**src/rtl/cmd_sequencer.sv**
```systemverilog
// Push-button front end for the stopwatch FSM: debounces start/pause/stop, arbitrates
// simultaneous presses (stop > pause > start) and enforces a hold-off after each command.
module cmd_sequencer #(
    parameter int DEB_CYCLES  = 16,
    parameter int HOLD_CYCLES = 8
) (
    input  logic       clk,
    input  logic       clr,
    input  logic       btn_start,
    input  logic       btn_pause,
    input  logic       btn_stop,
    output logic [1:0] cmd,
    output logic       busy,
    output logic       dropped
);

    localparam int CW = $clog2(DEB_CYCLES + 1);
    localparam int HW = (HOLD_CYCLES > 0) ? $clog2(HOLD_CYCLES + 1) : 1;
    localparam logic [CW-1:0] DEB_LAST  = CW'(DEB_CYCLES - 1);
    localparam logic [HW-1:0] HOLD_LOAD = HW'(HOLD_CYCLES);

    typedef enum logic {IDLE, HOLD} state_t;
    typedef enum logic [1:0] {CMD_NOP, CMD_START, CMD_PAUSE, CMD_STOP} cmd_t;

    // Bit order everywhere: 0 = start, 1 = pause, 2 = stop.
    logic [2:0] raw;
    assign raw = {btn_stop, btn_pause, btn_start};

    logic [2:0][CW-1:0] cnt_q, cnt_d;
    logic [2:0]         db_q, db_d;
    logic [2:0]         db_dly_q, db_dly_d;
    logic [2:0]         press_q, press_d;
    state_t             state_q, state_d;
    logic [HW-1:0]      hold_q, hold_d;
    cmd_t               cmd_q, cmd_d;
    logic               busy_q, busy_d;
    logic               dropped_q, dropped_d;

    logic any_press, multi_press;
    cmd_t winner;

    always_comb begin
        // NOTE: every always_comb output gets a default first so no path infers a latch.
        cnt_d = '0;
        db_d  = db_q;
        for (int i = 0; i < 3; i++) begin
            if (raw[i] != db_q[i]) begin
                if (cnt_q[i] == DEB_LAST) db_d[i] = raw[i];
                else                      cnt_d[i] = cnt_q[i] + CW'(1);
            end
        end
        // press fires the cycle after the debounced level rises; falls are ignored.
        db_dly_d = db_q;
        press_d  = db_q & ~db_dly_q;
    end

    always_comb begin
        any_press   = |press_q;
        multi_press = (press_q[0] & press_q[1]) | (press_q[0] & press_q[2]) |
                      (press_q[1] & press_q[2]);
        if (press_q[2])      winner = CMD_STOP;
        else if (press_q[1]) winner = CMD_PAUSE;
        else                 winner = CMD_START;

        state_d   = state_q;
        hold_d    = hold_q;
        cmd_d     = CMD_NOP;
        busy_d    = 1'b0;
        dropped_d = 1'b0;

        // The last hold cycle (counter at zero) behaves exactly like IDLE.
        if (state_q == HOLD && hold_q != '0) begin
            busy_d    = 1'b1;
            hold_d    = hold_q - HW'(1);
            dropped_d = any_press;
        end else if (any_press) begin
            cmd_d     = winner;
            busy_d    = 1'b1;
            dropped_d = multi_press;
            hold_d    = HOLD_LOAD;
            state_d   = HOLD;
        end else begin
            state_d = IDLE;
        end
    end

    // NOTE: sequential state uses non-blocking assignments so all flops update together.
    always_ff @(posedge clk) begin
        if (clr) begin
            cnt_q     <= '0;
            db_q      <= '0;
            db_dly_q  <= '0;
            press_q   <= '0;
            state_q   <= IDLE;
            hold_q    <= '0;
            cmd_q     <= CMD_NOP;
            busy_q    <= 1'b0;
            dropped_q <= 1'b0;
        end else begin
            cnt_q     <= cnt_d;
            db_q      <= db_d;
            db_dly_q  <= db_dly_d;
            press_q   <= press_d;
            state_q   <= state_d;
            hold_q    <= hold_d;
            cmd_q     <= cmd_d;
            busy_q    <= busy_d;
            dropped_q <= dropped_d;
        end
    end

    assign cmd     = cmd_q;
    assign busy    = busy_q;
    assign dropped = dropped_q;

endmodule

```
**config.mk**
```make
export PLATFORM = sky130hd
export DESIGN_NAME = cmd_sequencer
export DESIGN_NICKNAME = d
export VERILOG_FILES = /design/src/rtl/cmd_sequencer.sv
export SDC_FILE = /design/constraint.sdc
export NUM_CORES = 1
export LEC_CHECK = 0
export BUFFER_PORTS_ARGS = -buffer_cell sky130_fd_sc_hd__buf_2
export CAP_MARGIN = 20
export CORE_UTILIZATION = 55
export CTS_BUF_LIST = sky130_fd_sc_hd__clkbuf_4 sky130_fd_sc_hd__clkbuf_8
export DETAILED_ROUTE_END_ITERATION = 12
export PLACE_DENSITY = 0.82
export SYNTH_ARGS = -nofsm -noshare
export SYNTH_HDL_FRONTEND = slang
export SYNTH_SLANG_ARGS = --single-unit
```
**constraint.sdc**
```tcl
create_clock -name clk -period 1.65 [get_ports clk]
set_input_delay 0.165 -clock clk [delete_from_list [all_inputs] [get_ports clk]]
set_output_delay 0.165 -clock clk [all_outputs]
set_load 0.01 [all_outputs]
```
==> metrics.md, run 1 <==
| Metric | Value |
|---|---|
| H-tree levels | `2` |
| PwrDens | `914.6 nW/um^2` |
| Synth Area per Inst | `9.932 um^2` |
| Initial Utilization | `57.92%` |
| Post-route DRC | `0` |
| Core area | `2212 um^2` |
| Top delay family on crit path | `simple AND/OR/NAND/NOR gates` |
| Total gr overflow | `0` |
| Slew margin rel. | `72.89%` |
| Most used cell, CP | `ha_1` |
| Synth warn | `0` |
| Fillers | `195` |
| Crit path required time | `1.91 ns` |
| Full die area | `2527 um^2` |
| Startpoint types | `flop` |
| Buf/Inv on CP | `0` |
| Iteration-0 DRC Markers | `24` |
| CTS Hold Bufs | `0` |
| Longest Clk Path Bufs | `2` |
| Syn-to-layout area delta | `10.94%` |
| DR pass1 iterations | `4` |
| FF+latch count, synth | `33` |
| Clock sinks | `33` |
| Std-Cell Rows | `17` |
| Leak | `0.5488 nW` |
| Root buffer cell | `clkbuf_4` |
| Worst-Skew Late Latency | `0.32 ns` |
| N_diodes | `0` |
| Final wirelength | `2043 um` |
| CP Capture Type | `flop` |
| Min Hold Slack | `0.1238 ns` |
| Critical-path cell list | `ha_1, and3_1, ha_1, or3_4, nor2_1` |
| Sequential-to-total area share from yosys stat | `51.56%` |
| Mapped Area | `1281 um^2` |
| Worst VDD drop | `0.8538 mV` |
| Area occupied by multi-input gates | `585.6 um^2` |
| Synth Net Count | `142` |
| Register area | `660.6 um^2` |
| HP Start | `btn_pause` |
| Vias per cell | `5.224` |
| Crit path time final | `1.530 ns` |
| Placed cell area | `1348 um^2` |
| Die Height | `50.27 um` |
| Final GP Congestion | `0.8027` |
| CP Launch Point | `cnt_q[10]$_SDFF_PP0_` |
| Mapped Cells | `129` |
| Final setup fails | `0` |
| Largest net degree at the start of global routing | `19` |
| Post-DP HPWL | `1503 um` |
| TNS Setup | `0 ns` |
| Maxcap violations | `0` |
| CP Class | `flop to flop` |
| Largest stage delay on the critical path | `0.42 ns` |
| Die X-Extent | `50.27 um` |
| Post-route ant nets | `0` |
| WL per Instance | `12.02 um` |
| Worst r2r src | `cnt_q[10]$_SDFF_PP0_` |
| All-Layer GR Usage | `18.61%` |
| Worst Clk Skew | `0.003713 ns` |
| Synth unique cells | `29` |
| Layout cell share with drive strength beyond 1 | `16.90%` |
| Finished Cell Area | `1421 um^2` |
| Clock buffer count from CTS | `5` |
| Crit path max fanout | `5` |
| Final Hold Fails | `0` |
| Global-route wire length before repair | `3470 um` |
| Worst-Margin Slew | `0.4045 ns` |
| IO Pins | `9` |
| Final nets | `155` |
| RSZ-0062 raised after global routing | `false` |
| Vias | `888` |
| Initial antenna violation count | `0` |
| Max Slew Vio Count | `0` |
| Status | `finished, final reports clean` |
| Slowest cell on crit path | `or3_4` |
| Vias in the first global route | `874` |
| Hold Path Class | `primary input to flop` |
| Fin crit share | `92.73%` |
| CTS tree | `done` |
| FMAX | `653.6 MHz` |
| Clk slew on worst S/H paths | `0.09 ns` |
| Port buffer count | `8` |
| Worst EP arrival | `1.79 ns` |
-- flip-flops by register name, summed over array words and instances (netlist names) --
name,count
db_dly_d,3
busy,1
db_dly_q,3
cnt_q,15
cmd,2
dropped,1
state_q,1
hold_q,4
press_q,3
-- cells in the mapped netlist --
cell | count | area [um^2]
dfxtp_1 | 33 | 660.6
clkbuf_1 | 1 | 3.750
xnor2_1 | 6 | 52.55
nand2_1 | 1 | 3.750
nand3_1 | 5 | 25.02
nor4_1 | 1 | 6.260
nor2b_1 | 6 | 37.54
nor3_1 | 4 | 20.02
o211ai_1 | 3 | 22.52
or3_1 | 4 | 25.02
xor2_1 | 3 | 26.28
or3b_4 | 1 | 11.26
a221oi_1 | 1 | 8.760
nor2_1 | 21 | 78.83
a21oi_2 | 1 | 8.760
mux2i_1 | 3 | 30.03
inv_1 | 10 | 37.54
a21oi_1 | 5 | 25.02
nor3b_4 | 1 | 18.77
and3_1 | 3 | 18.77
inv_2 | 1 | 3.750
a31oi_1 | 1 | 6.260
nand3b_1 | 1 | 7.510
o211a_1 | 1 | 10.01
nand4b_1 | 1 | 8.760
nor3_2 | 1 | 10.01
a31o_2 | 1 | 8.760
ha_1 | 8 | 100.1
buf_2 | 1 | 5.000
-- worst register-to-register path, stage by stage (launching register included) --
cell	delay, ns
dfxtp_1	0.33
ha_1	0.22
and3_1	0.19
ha_1	0.20
or3_4	0.42
nor2_1	0.11
-- logic make-up after synthesis --
logic type / share of synthesized area [%]
AOI/OAI and AO/OA: 7.032
xor gates and xnor gates: 6.153
adders and majority gates: 7.813
buffers and inverters: 3.906
DFF: 51.56
muxes: 2.344
and+or+nand+nor: 21.19
-- metrics by stage --
| step | power, mW | instances | util (%) | setup slack (ns) |
|---|---|---|---|---|
| 3_5_place_dp | 0.8610 | 163 | 60.92 | 0.08285 |
| 5_1_grt | 1.356 | 170 | 64.25 | 0.005585 |
| 3_3_place_gp | 0.8584 | 163 | 60.92 | 0.1216 |
| 2_1_floorplan | 0.8500 | 129 | - | 0.1829 |
| 6_report | 1.300 | 170 | 64.25 | 0.1200 |
| 4_1_cts | 1.306 | 170 | 63.57 | 0.06954 |
-- where the power goes --
group          switching (mW)  internal (mW)  leakage [nW]
clock                   0.237          0.217        0.0348
combinational          0.0210         0.0170         0.247
sequential            0.00478          0.803         0.267
-- metal layers --
layer / routed length (um) / global-route usage, % / vias up
met5: 0 / 0 / -
met4: 22 / 8.571 / 0
met3: 61 / 6.364 / 4
met2: 1094 / 32.22 / 11
met1: 865 / 20.15 / 417
li1: - / - / 456
-- timing repair --
| item | 4_1_cts | 5_1_grt |
|---|---|---|
| endpoints found under the setup margin | 0 | 12 |
| gates resized for setup | 0 | 3 |
| buffers inserted | 0 | 0 |
-- path summary, 6_finish.rpt --
path                         endpoint  slack [ns]  cells after the start
min          db_dly_d[1]$_SDFFE_PP0P_        0.12                      3
min reg2reg     press_q[1]$_SDFF_PP0_        0.38                      1
max              cnt_q[12]$_SDFF_PP0_        0.12                      5
max reg2reg      cnt_q[12]$_SDFF_PP0_        0.12                      5
-- layout by cell type, fill, tap and decap left out, types with 3 or more instances in the layout --
master / n
mux2i_1: 3
nor2b_1: 6
nor2_1: 21
inv_1: 10
dfxtp_1: 33
nor3_1: 4
buf_2: 8
or3_4: 3
clkbuf_4: 6
o211ai_1: 3
and3_1: 3
nand3_1: 5
ha_1: 8
a21oi_1: 5
xor2_1: 3
xnor2_1: 6
-- area by class of cell --
cell class,count,area share (%)
clock buffers,7,4.137
repair buffers,8,2.817
flip-flops and latches,33,46.48
multi-input cells,83,41.20
well taps,28,2.465
inverters,11,2.905
Note: power is estimated with default switching activity, not from simulation.
==> run 2, diff against run 1 <==
--- a/config.mk
+++ b/config.mk
@@ -7,10 +7,11 @@
 export LEC_CHECK = 0
 export BUFFER_PORTS_ARGS = -buffer_cell sky130_fd_sc_hd__buf_2
 export CAP_MARGIN = 20
-export CORE_UTILIZATION = 55
+export CORE_UTILIZATION = 61
 export CTS_BUF_LIST = sky130_fd_sc_hd__clkbuf_4 sky130_fd_sc_hd__clkbuf_8
 export DETAILED_ROUTE_END_ITERATION = 12
-export PLACE_DENSITY = 0.82
+export PLACE_DENSITY = 0.88
+export SLEW_MARGIN = 25
 export SYNTH_ARGS = -nofsm -noshare
 export SYNTH_HDL_FRONTEND = slang
 export SYNTH_SLANG_ARGS = --single-unit
==> metrics.md, run 2 (same netlist as run 1, synthesis figures left out) <==
| Metric | Value |
|---|---|
| Switching pwr | `0.2828 mW (was 0.2626 mW)` |
| Most frequent cells in the layout | `dfxtp_1 (33), nor2_1 (21), inv_1 (10) (unchanged)` |
| Syn-to-layout area delta | `10.55% (was 10.94%)` |
| Root buffer cell | `clkbuf_4 (unchanged)` |
| Crit path required time | `1.92 ns (was 1.91 ns)` |
| Final setup fails | `0 (unchanged)` |
| CP Class | `flop to flop (unchanged)` |
| Sw Share | `22.07% (was 20.20%)` |
| Power share of the clock group | `33.9% (was 34.9%)` |
| Sequential fraction of design power | `63.1% (was 62.1%)` |
| TNS Setup | `0 ns (unchanged)` |
| DR pass1 iterations | `4 (unchanged)` |
| Final wirelength | `2068 um (was 2043 um)` |
| Hold Path Class | `primary input to flop (unchanged)` |
| Clock sinks | `33 (unchanged)` |
| H-tree levels | `2 (unchanged)` |
| Startpoint types | `flop (unchanged)` |
| CTS tree | `done (unchanged)` |
| All-Layer GR Usage | `21.50% (was 18.61%)` |
| Post-route ant nets | `0 (unchanged)` |
| Vias in the first global route | `801 (was 874)` |
| Crit path max fanout | `5 (unchanged)` |
| Final Hold Fails | `0 (unchanged)` |
| Crit path time final | `1.565 ns (was 1.530 ns)` |
| Longest Clk Path Bufs | `2 (unchanged)` |
| Full die area | `2288 um^2 (was 2527 um^2)` |
| Clock buffer count from CTS | `5 (unchanged)` |
| Slew margin rel. | `75.50% (was 72.89%)` |
| FMAX | `639.1 MHz (was 653.6 MHz)` |
| Placement Setup Slack | `0.06463 ns (was 0.08285 ns)` |
| Largest net degree at the start of global routing | `19 (unchanged)` |
| CP Launch Point | `cnt_q[10]$_SDFF_PP0_ (unchanged)` |
| Most common cell after layout, fill and taps aside | `dfxtp_1 (unchanged)` |
| Die Height | `47.83 um (was 50.27 um)` |
| Worst VDD drop | `0.7566 mV (was 0.8538 mV)` |
| Most flop-heavy register | `cnt_q (unchanged)` |
| IO Pins | `9 (unchanged)` |
| Final nets | `155 (unchanged)` |
| Std-Cell Rows | `16 (was 17)` |
| Worst-Skew Late Latency | `0.33 ns (was 0.32 ns)` |
| Iteration-0 DRC Markers | `11 (was 24)` |
| CP Capture Type | `flop (unchanged)` |
| Vias per cell | `5.300 (was 5.224)` |
| Final GP Congestion | `0.7289 (was 0.8027)` |
| RSZ-0062 raised after global routing | `false (unchanged)` |
| Maxcap violations | `0 (unchanged)` |
| Clk slew on worst S/H paths | `0.09 ns (about the same)` |
| Global-route wire length before repair | `3215 um (was 3470 um)` |
| Internal power | `0.9984 mW (was 1.037 mW)` |
| Layout cell share with drive strength beyond 1 | `17.48% (was 16.90%)` |
| Fillers | `160 (was 195)` |
| HP Start | `btn_stop (was btn_pause)` |
| Worst r2r src | `cnt_q[10]$_SDFF_PP0_ (unchanged)` |
| Initial antenna violation count | `0 (unchanged)` |
| Vias | `901 (was 888)` |
| Worst-Margin Slew | `0.3655 ns (was 0.4045 ns)` |
| Initial Utilization | `65.31% (was 57.92%)` |
| Core area | `1962 um^2 (was 2212 um^2)` |
| Worst Clk Skew | `0.009051 ns (was 0.003713 ns)` |
| Comb pwr share | `3.0% (was 2.9%)` |
| Die X-Extent | `47.83 um (was 50.27 um)` |
| Status | `finished, final reports clean (unchanged)` |
| Regs by FF count | `cnt_q (15), hold_q (4) (unchanged)` |
| Leak | `0.5494 nW (was 0.5488 nW)` |
| Post-DP HPWL | `1454 um (was 1503 um)` |
| N_diodes | `0 (unchanged)` |
| Worst EP arrival | `1.83 ns (was 1.79 ns)` |
| Postcts setup bufs | `0 (unchanged)` |
| Post-route DRC | `0 (unchanged)` |
| PwrDens | `904.6 nW/um^2 (was 914.6 nW/um^2)` |
| Fin crit share | `94.84% (was 92.73%)` |
| Final WS setup | `0.08519 ns (was 0.1200 ns)` |
| Largest register FFs | `15 (unchanged)` |
| Total gr overflow | `0 (unchanged)` |
| Max Slew Vio Count | `0 (unchanged)` |
| Port buffer count | `8 (unchanged)` |
| CTS Hold Bufs | `0 (unchanged)` |
| WL per Instance | `12.16 um (was 12.02 um)` |
[run 2: cell count changes in the layout (fill, tap and decap cells not counted)]
cell	change
clkinv_2	+2
clkbuf_8	-1
[run 2: power by group through the flow]
stage | combinational [mW] | clock [mW] | sequential [mW]
floorplan | 0.0246 | 0 | 0.825
global placement | 0.0326 | 0 | 0.826
detailed placement | 0.0349 | 0 | 0.826
CTS | 0.0353 | 0.447 | 0.808
global route | 0.0426 | 0.490 | 0.810
finish | 0.0382 | 0.435 | 0.808
[run 2: final timing paths]
check	endpoint	slack, ns	depth (start not counted)
hold reg to reg	press_q[0]$_SDFF_PP0_	0.39	1
setup / recovery	cnt_q[12]$_SDFF_PP0_	0.09	5
setup reg to reg	cnt_q[12]$_SDFF_PP0_	0.09	5
hold / removal	db_dly_d[2]$_SDFFE_PP0P_	0.11	3
[run 2: final cells by class]
cell class / count / area, um^2 / area share (%)
flip-flops and latches: 33 / 660.6 / 46.64
multi-input cells: 83 / 585.6 / 41.34
clock buffers: 6 / 45.04 / 3.180
inverters: 11 / 41.29 / 2.915
repair buffers: 8 / 40.04 / 2.827
well taps: 27 / 33.78 / 2.385
clock inverters: 2 / 10.01 / 0.7067
[run 2: critical path, cell delays in order (launching register included)]
cell and delay [ns]:
dfxtp_1 0.34, ha_1 0.23, and3_1 0.19, ha_1 0.20, or3_4 0.42, nor2_1 0.12
[run 2: metal layers]
layer | vias to the layer above | GRT usage (%) | wire length [um]
li1 | 461 | - | -
met1 | 414 | 24.71 | 937
met2 | 19 | 33.78 | 993
met3 | 7 | 7.925 | 80
met4 | 0 | 13.33 | 57
met5 | - | 0 | 0
[run 2: timing repair]
| action | in CTS | in global routing |
|---|---|---|
| endpoints found under the hold margin | 0 | 0 |
| setup endpoints to repair | 0 | 11 |
| gates resized for setup | 0 | 3 |
[run 2: per-stage QoR]
stage	cells	total power, mW	hold slack (ns)	utilization (%)	instance area (um^2)
after floorplan	129	0.8500	0.3122	-	1281
after CTS	170	1.290	0.1038	71.43	1401
after global placement	162	0.8584	0.3725	68.62	1346
after detailed placement	162	0.8613	0.3820	68.62	1346
after global routing	170	1.343	0.1090	72.19	1416
final	170	1.281	0.1114	72.19	1416
